## src/rtl/run_sequencer_if.sv

```systemverilog
// Port bundle of the run sequencer: load stream, result stream, DataMem port and core handshake.
// The master modport is the sequencer side. The slave modport is the host, core and memory side.
interface run_sequencer_if #(
  parameter int AW = 8
);
  logic          in_valid;
  logic          in_ready;
  logic [7:0]    in_data;
  logic          in_last;
  logic          core_start;
  logic          core_ack;
  logic          mem_owner;
  logic [AW-1:0] mem_addr;
  logic          mem_wr_en;
  logic [7:0]    mem_wr_data;
  logic [7:0]    mem_rd_data;
  logic          out_valid;
  logic          out_ready;
  logic [7:0]    out_data;

  modport master (
    input  in_valid, in_data, in_last, core_ack, mem_rd_data, out_ready,
    output in_ready, core_start, mem_owner, mem_addr, mem_wr_en, mem_wr_data,
           out_valid, out_data
  );

  modport slave (
    output in_valid, in_data, in_last, core_ack, mem_rd_data, out_ready,
    input  in_ready, core_start, mem_owner, mem_addr, mem_wr_en, mem_wr_data,
           out_valid, out_data
  );
endinterface

```

## src/rtl/run_sequencer.sv

```systemverilog
// Host-side run controller: loads a program image into data memory, starts the core,
// waits for its ack (or times out), then streams the result window back out.
//
// state   | meaning
// S_IDLE  | core owns memory; waiting for the first load byte
// S_LOAD  | writing accepted bytes at LOAD_BASE + lptr
// S_START | core_start held for START_CYCLES cycles; ack ignored
// S_RUN   | counting cycles until ack or TIMEOUT
// S_DRAIN | streaming RESULT_LEN bytes from RESULT_BASE
// S_DONE  | one-cycle done pulse
module run_sequencer #(
  parameter int          AW           = 8,
  parameter int          LOAD_BASE    = 0,
  parameter int          RESULT_BASE  = 64,
  parameter int          RESULT_LEN   = 32,
  parameter int          START_CYCLES = 2,
  parameter logic [15:0] TIMEOUT      = 16'hFFFF
) (
  input  logic               clk,
  input  logic               rst_n,
  run_sequencer_if.master    bus,
  output logic               busy,
  output logic               done,
  output logic               timeout_err,
  output logic [15:0]        cycle_count
);

  typedef enum logic [2:0] {
    S_IDLE,
    S_LOAD,
    S_START,
    S_RUN,
    S_DRAIN,
    S_DONE
  } state_t;

  localparam logic [AW-1:0] LOAD_BASE_A   = AW'(LOAD_BASE);
  localparam logic [AW-1:0] RESULT_BASE_A = AW'(RESULT_BASE);
  localparam logic [AW-1:0] LAST_IDX      = AW'(RESULT_LEN - 1);
  localparam logic [15:0]   START_TC      = 16'(START_CYCLES - 1);

  state_t        state, state_nx;
  logic [AW-1:0] lptr, lptr_nx;
  logic [AW-1:0] dptr, dptr_nx;
  logic [15:0]   scnt, scnt_nx;
  logic [15:0]   ccnt_nx;
  logic          terr_nx;

  always_ff @(posedge clk or negedge rst_n) begin
    if (!rst_n) begin
      state       <= S_IDLE;
      lptr        <= '0;
      dptr        <= '0;
      scnt        <= '0;
      cycle_count <= '0;
      timeout_err <= 1'b0;
    end else begin
      state       <= state_nx;
      lptr        <= lptr_nx;
      dptr        <= dptr_nx;
      scnt        <= scnt_nx;
      cycle_count <= ccnt_nx;
      timeout_err <= terr_nx;
    end
  end

  always_comb begin
    state_nx        = state;
    lptr_nx         = lptr;
    dptr_nx         = dptr;
    scnt_nx         = scnt;
    ccnt_nx         = cycle_count;
    terr_nx         = timeout_err;
    bus.in_ready    = 1'b0;
    bus.core_start  = 1'b0;
    bus.mem_owner   = 1'b0;
    bus.mem_addr    = '0;
    bus.mem_wr_en   = 1'b0;
    bus.mem_wr_data = '0;
    bus.out_valid   = 1'b0;
    bus.out_data    = '0;
    done            = 1'b0;
    busy            = (state != S_IDLE);

    case (state)
      S_IDLE: begin
        if (bus.in_valid) begin
          state_nx = S_LOAD;
          lptr_nx  = '0;
        end
      end
      S_LOAD: begin
        bus.in_ready    = 1'b1;
        bus.mem_owner   = 1'b1;
        bus.mem_wr_en   = bus.in_valid;
        bus.mem_addr    = LOAD_BASE_A + lptr;
        bus.mem_wr_data = bus.in_data;
        if (bus.in_valid) begin
          lptr_nx = lptr + 1'b1;
          if (bus.in_last) begin
            state_nx = S_START;
            scnt_nx  = START_TC;
            ccnt_nx  = '0;
            terr_nx  = 1'b0;
          end
        end
      end
      S_START: begin
        bus.core_start = 1'b1;
        if (scnt == '0) state_nx = S_RUN;
        else            scnt_nx  = scnt - 16'd1;
      end
      S_RUN: begin
        // Ack is checked first so it wins over a timeout in the same cycle.
        if (bus.core_ack) begin
          state_nx = S_DRAIN;
          dptr_nx  = '0;
        end else begin
          if (cycle_count != 16'hFFFF) ccnt_nx = cycle_count + 16'd1;
          if (({1'b0, cycle_count} + 17'd1) >= {1'b0, TIMEOUT}) begin
            terr_nx  = 1'b1;
            state_nx = S_DONE;
          end
        end
      end
      S_DRAIN: begin
        bus.mem_owner = 1'b1;
        bus.mem_addr  = RESULT_BASE_A + dptr;
        bus.out_valid = 1'b1;
        bus.out_data  = bus.mem_rd_data;
        if (bus.out_ready) begin
          dptr_nx = dptr + 1'b1;
          if (dptr == LAST_IDX) state_nx = S_DONE;
        end
      end
      S_DONE: begin
        done     = 1'b1;
        state_nx = S_IDLE;
      end
      default: state_nx = S_IDLE;
    endcase
  end

endmodule

```

## src/flat_wrapper.sv

```systemverilog
// flat-port wrapper written by rule: the top's interface ports become plain ports
module run_sequencer_flat 
#(
  parameter int          AW           = 8,
  parameter int          LOAD_BASE    = 0,
  parameter int          RESULT_BASE  = 64,
  parameter int          RESULT_LEN   = 32,
  parameter int          START_CYCLES = 2,
  parameter logic [15:0] TIMEOUT      = 16'hFFFF
)
  (clk, rst_n, busy, done, timeout_err, cycle_count, bus_in_valid, bus_in_data, bus_in_last, bus_core_ack, bus_mem_rd_data, bus_out_ready, bus_in_ready, bus_core_start, bus_mem_owner, bus_mem_addr, bus_mem_wr_en, bus_mem_wr_data, bus_out_valid, bus_out_data);
  run_sequencer_if #(.AW(AW)) bus_i ();
  input  logic clk;
  input  logic rst_n;
  output logic busy;
  output logic done;
  output logic timeout_err;
  output logic [15:0] cycle_count;
  input wire logic [$bits(bus_i.in_valid)-1:0] bus_in_valid;
  input wire logic [$bits(bus_i.in_data)-1:0] bus_in_data;
  input wire logic [$bits(bus_i.in_last)-1:0] bus_in_last;
  input wire logic [$bits(bus_i.core_ack)-1:0] bus_core_ack;
  input wire logic [$bits(bus_i.mem_rd_data)-1:0] bus_mem_rd_data;
  input wire logic [$bits(bus_i.out_ready)-1:0] bus_out_ready;
  output wire logic [$bits(bus_i.in_ready)-1:0] bus_in_ready;
  output wire logic [$bits(bus_i.core_start)-1:0] bus_core_start;
  output wire logic [$bits(bus_i.mem_owner)-1:0] bus_mem_owner;
  output wire logic [$bits(bus_i.mem_addr)-1:0] bus_mem_addr;
  output wire logic [$bits(bus_i.mem_wr_en)-1:0] bus_mem_wr_en;
  output wire logic [$bits(bus_i.mem_wr_data)-1:0] bus_mem_wr_data;
  output wire logic [$bits(bus_i.out_valid)-1:0] bus_out_valid;
  output wire logic [$bits(bus_i.out_data)-1:0] bus_out_data;
  assign bus_i.in_valid = bus_in_valid;
  assign bus_i.in_data = bus_in_data;
  assign bus_i.in_last = bus_in_last;
  assign bus_i.core_ack = bus_core_ack;
  assign bus_i.mem_rd_data = bus_mem_rd_data;
  assign bus_i.out_ready = bus_out_ready;
  assign bus_in_ready = bus_i.in_ready;
  assign bus_core_start = bus_i.core_start;
  assign bus_mem_owner = bus_i.mem_owner;
  assign bus_mem_addr = bus_i.mem_addr;
  assign bus_mem_wr_en = bus_i.mem_wr_en;
  assign bus_mem_wr_data = bus_i.mem_wr_data;
  assign bus_out_valid = bus_i.out_valid;
  assign bus_out_data = bus_i.out_data;
  run_sequencer #(.AW(AW), .LOAD_BASE(LOAD_BASE), .RESULT_BASE(RESULT_BASE), .RESULT_LEN(RESULT_LEN), .START_CYCLES(START_CYCLES), .TIMEOUT(TIMEOUT)) u_core (.clk(clk), .rst_n(rst_n), .bus(bus_i), .busy(busy), .done(done), .timeout_err(timeout_err), .cycle_count(cycle_count));
endmodule
```

## config.mk

```make
export PLATFORM = sky130hd
export DESIGN_NAME = run_sequencer_flat
export DESIGN_NICKNAME = d
export VERILOG_FILES = /design/src/rtl/run_sequencer_if.sv /design/src/rtl/run_sequencer.sv /design/src/flat_wrapper.sv
export SDC_FILE = /design/constraint.sdc
export NUM_CORES = 1
export LEC_CHECK = 0
export ABC_AREA = 1
export CORE_ASPECT_RATIO = 0.9
export CORE_MARGIN = 1.5
export CORE_UTILIZATION = 40
export CTS_BUF_LIST = sky130_fd_sc_hd__clkbuf_4 sky130_fd_sc_hd__clkbuf_8 sky130_fd_sc_hd__clkbuf_16
export DETAILED_ROUTE_END_ITERATION = 8
export GPL_ROUTABILITY_DRIVEN = 0
export PLACE_DENSITY = 0.73
export SLEW_MARGIN = 20
export SYNTH_ARGS = -nofsm -noshare
export SYNTH_HDL_FRONTEND = slang
export SYNTH_SLANG_ARGS = --single-unit
```

## constraint.sdc

```tcl
create_clock -name clk -period 2.15 [get_ports clk]
set_input_delay 0.215 -clock clk [delete_from_list [all_inputs] [get_ports clk]]
set_output_delay 0.215 -clock clk [all_outputs]
set_load 0.1 [all_outputs]
```

[Yosys cells after proc, flatten, opt, wreduce, memory -nomap -nowiden]
Index checks and enable logic that the tools add are counted.
Operators by class
  add/sub/neg operators: 6
  order comparisons: 1
  equality and inequality tests: 19
  muxes and demuxes: 38
  reduce and logical (&&, ||, !) cells: 14
Operators by type and width (number)
  $mux W16: 7
  $pmux W16 S2: 2
  $mux W8: 6
  $pmux W8 S2: 3
  $mux W3: 8
  $add A16 B1 Y17 const B: 1
  $ge A17 B16 Y1 const B: 1
  $add A16 B1 Y16 const B: 1
  $add A8 B1 Y8 const B: 2
  $logic_not A16 Y1: 1
  $ne A16 B16 Y1 const B: 1
  $sub A16 B1 Y16 const B: 1
  $pmux W3 S5: 1
  $ne A2 B2 Y1 const B: 7
  $mux W1: 10
  $reduce_and A5 Y1: 2
  $add A7 B8 Y8 const A: 1
  $eq A8 B5 Y1 const B: 1
  $ne A2 B1 Y1 const B: 4
  $reduce_bool A2 Y1: 4
  $reduce_and A7 Y1: 1
  $eq A3 B2 Y1 const B: 2
  $eq A3 B3 Y1 const B: 2
  $reduce_and A3 Y1: 2
  7 further kinds: 7
Word-level totals
  flip-flop bits (word level): 52
  output and inout port bits: 48
  logic and storage cells: 84

[Depth between registers and ports, before layout]
  word-level depth: 5
  gate-level depth with buffers: 14
  depth with buffers taken out: 14

[Least setup slack after synthesis]
OpenSTA, ideal clock, no wires.
  path kind: register -> output
  start point: reg u_core.state[2]
  end point: out bus_mem_addr[7]
  arrival: 4420 ps
  required time: 1935 ps
  setup slack: -2485 ps
  stages on the path, launching flop included: 6
  buffers on the path: 0
  path through: dfrtp_1 inv_2 nand2_2 nor2_1 inv_2 o21ai_0
On the way
  word-level cells in the longest chain between the ends: 2
  elaborated cells between the ends (all ways): 3
Ends and longest elaborated chain
  from (decl): RTL line run_sequencer.sv:42  | state_t state, state_nx;
  from (signal assigned): RTL line run_sequencer.sv:58  | state <= state_nx;
  $eq A3 B3 Y1 or $eq A3 B1 Y1 (tied branches): RTL line run_sequencer.sv:85  | case (state)
  $pmux W8 S2 *: RTL line run_sequencer.sv:85
  to (decl): RTL line flat_wrapper.sv:28  | output wire logic [$bits(bus_i.mem_addr)-1:0] bus_mem_addr;
Every way passes the cells marked *; elsewhere a longest branch is shown, timed or not.

[Worst setup path after layout]
  start point: reg u_core.state[2]
  end point: out bus_mem_addr[4]
Same word-level chain as after synthesis.

==> impl_metrics.tcl <==
set metrics [dict create \
    cts-root-buf "clkbuf_8" \
    startpoint_type "flip-flop" \
    synth_cell_type_count 36 \
    dp.cells 638 \
    numCtsBuffers 5 \
    cts.clk_slew.worst_paths_ns 0.10 \
    synth_common_cells "99 x nand2_1, 74 x inv_1, 60 x nor2_1" \
    hold_path.class "input port to async pin" \
    grt_antenna_before_repair 0 \
    core_area_mm2 0.00811 \
    hold_violations 0 \
    ff_latch_area_mm2 0.00132 \
    dpl-instance-area_mm2 0.00472 \
    max_stage_delay_ns 0.46 \
    wl_met3_um 482 \
    tightest_slew_ns 0.679 \
    slew_headroom_pct 54.7 \
    dr.first_iter.drc_count 206 \
    maxUsedRoutingLayer "met4" \
    endpoint "bus_mem_addr[4]" \
    fmax_mhz 485 \
    grt_pass1_vias 3212 \
    p_leak_nw 2.18 \
    cp_data_arrival_time_ns 1.85 \
    vias 3405 \
    ios 70 \
    crit_fanout 18 \
    clkLatencyLatePin_ns 0.31 \
    whs_ns 0.479 \
    port_buffers 69 \
    synthArstFlopShare_pct 100 \
    clock_skew_ns 0.00464 \
    cts_tree "done" \
    synth_top_area_share_pct 38.5 \
    r2r_slack_ns 0.10 \
    fp.dieH_um 90.2 \
    synth.avg_cell_area_um2 7.18 \
    syn-cell-area_mm2 0.00338 \
    fin_nets 580 \
    crit_path_start "u_core.state[2]" \
    setup_viol 0 \
    ys_ff_latch 52 \
    yosys_warnings 0 \
    critPathKind "flip-flop to primary output" \
    r2r-start "u_core.cycle_count[0]" \
    yosys_most_used_dff "dfrtp_1" \
    yosys-top-cells-area "dfrtp_1 38%, nand2_1 11%, inv_1 8.2%" \
    setup_tns_ns 0 \
    drive_gt1_share_pct 28.4 \
    pwr_density_cell_mw_per_mm2 1280 \
    route.met2.wl_um 4580 \
    timing.final.crit_share_pct 96.0 \
    cts_max_level 2 \
    clock_path_buffers 2 \
    layout_min_cycle_time_ns 2.06 \
    numClockSinks 52 \
    crit_slowest_cell "dfrtp_1" \
    ir_worst_vdd_mv 0.605 \
    nFillCells 678 \
    status "completed" \
    initial_utilization_pct 41.7 \
    reg2reg_to "u_core.state[1]" \
    vias_per_cell 5.22 \
    setup_ws_ns 0.0867 \
    routedWlPerCell_um 14.2 \
    drtAntennaViolNets 0 \
    globalRoute.totalOverflow 0 \
    hpwl_um 7140 \
    die_w_um 99.9 \
    place_ws_ns 0.117 \
    ys_seq_area_share_pct 38.5 \
    first_pass_iters 5 \
    synth_edf_count 0 \
    rows 31 \
    synth.most_common_cell "nand2_1" \
    grt_pass1_wl_um 15300 \
    synth_fp_nets 499 \
    end_kind "primary output" \
    synth_top_cell_by_area "dfrtp_1" \
    grt_use_total_pct 21.0 \
    syn2layout_area_growth_pct 45.6 \
    drc 0 \
    syn_inst 471 \
    fp.dieArea_mm2 0.00901 \
    design_area_mm2 0.00492 \
    diodes 0 \
    slew_violations 0 \
    met1_length_um 4110 \
    r2r.worst_path.cells 11 \
    grt_max_degree 28 \
    wirelength_um 9260 \
    crit_chain "inv_2 -> nand2_4 -> nor2_4 -> inv_6 -> o22ai_2 -> buf_12" \
    maxCapViolations 0 \
    crit_required_ns 1.93 \
    stdcell_count 652 \
    multiInputGateArea_mm2 0.00201 \
]
[how the worst min path moves through the flow]
| stage | startpoint | endpoint | slack (ns) | depth (start not counted) |
|---|---|---|---|---|
| floorplan | rst_n | u_core.cycle_count[10] | -0.08 | 0 |
| global placement | rst_n | u_core.scnt[14] | 0.28 | 1 |
| detailed placement | rst_n | u_core.scnt[14] | 0.30 | 1 |
| CTS | rst_n | u_core.cycle_count[1] | 0.50 | 2 |
| global route | rst_n | u_core.scnt[7] | 0.55 | 2 |
| finish | rst_n | u_core.scnt[14] | 0.48 | 2 |
[logic make-up (layout without fill, tap and decap cells)]
| kind of cell | Yosys count | in the layout | share of synthesized area, % |
|---|---|---|---|
| flip-flops | 52 | 52 | 38.5 |
| buffers and inverters | 91 | 172 | 10.7 |
| AND/OR/NAND/NOR | 242 | 243 | 33.1 |
| XOR/XNOR | 13 | 13 | 3.37 |
| AO/OA/AOI/OAI | 67 | 67 | 12.1 |
| adder cells (fa/ha/maj) | 6 | 6 | 2.22 |
[metal layers]
metal  up-vias  track usage (%)
li1       1679                -
met1      1615             29.1
met2       103             33.8
met3         8             3.89
met4         0             5.28
met5         -                0
[cell usage in the layout, fill, tap and decap left out, types with 2 or more instances in the layout]
cell type,instances
nor3_1,16
o22ai_1,8
o21ai_2,4
clkinvlp_4,2
dfrtp_1,38
buf_4,26
o21ai_0,12
nor4_1,3
o31ai_1,9
nor2_4,22
nand2_4,5
a21oi_1,11
nand3_2,3
inv_2,7
buf_12,30
ha_1,5
clkbuf_8,6
nand2_1,96
o22ai_2,2
inv_6,2
or2_2,3
o21ai_1,10
inv_1,72
o22ai_4,5
dfrtp_4,2
nand2_2,9
clkdlybuf4s50_1,20
nand4_1,8
inv_4,3
dfrtp_2,12
nor2_1,40
nand3_1,26
nor2_2,7
a22o_1,4
nand2_8,2
xor2_1,6
xnor2_1,7
[stage by stage]
step	power, mW	utilization (%)
floorplan	4.55	-
global placement	5.46	58.3
detailed placement	5.54	58.3
CTS	6.16	59.7
global route	6.66	60.7
finish	6.29	60.7
[critical path, delay by kind of cell (launching register included)]
kind | cells | cell delay, ns
and+or+nand+nor | 2 | 0.30
buffers and inverters | 3 | 0.52
DFF | 1 | 0.46
AOI/OAI and AO/OA | 1 | 0.23
[what timing repair did]
action	4_1_cts	5_1_grt
endpoints found under the hold margin	26	0
pin swaps	1	4
endpoints found under the setup margin	15	46
cloned	0	2
resized for setup	1	11
setup buffers	0	3
hold buffers	1	0
[layout make-up]
type / count / share of cell area [%]
Sequential cell: 52 / 26.9
Timing Repair inverter: 1 / 0.178
Inverter: 85 / 6.99
Clock inverter: 2 / 0.305
Tap cell: 99 / 2.52
Multi-Input combinational cell: 329 / 40.9
Clock buffer: 6 / 1.68
Timing Repair Buffer: 78 / 20.5
[registers in the layout, indices dropped and copies added, names as in the netlist]
register	count
u_core.cycle_count	16
u_core.dptr	8
u_core.lptr	8
u_core.scnt	16
u_core.state	3
u_core.timeout_err	1
[where the power goes]
part           internal (mW)  switching [mW]  total (mW)  leakage [nW]
clock network          0.262           0.349       0.611        0.0434
registers               1.22           0.281        1.50         0.686
logic                   1.31            2.87        4.17          1.45
total                   2.79            3.50        6.29          2.18
(Power assumes the default switching activity.)
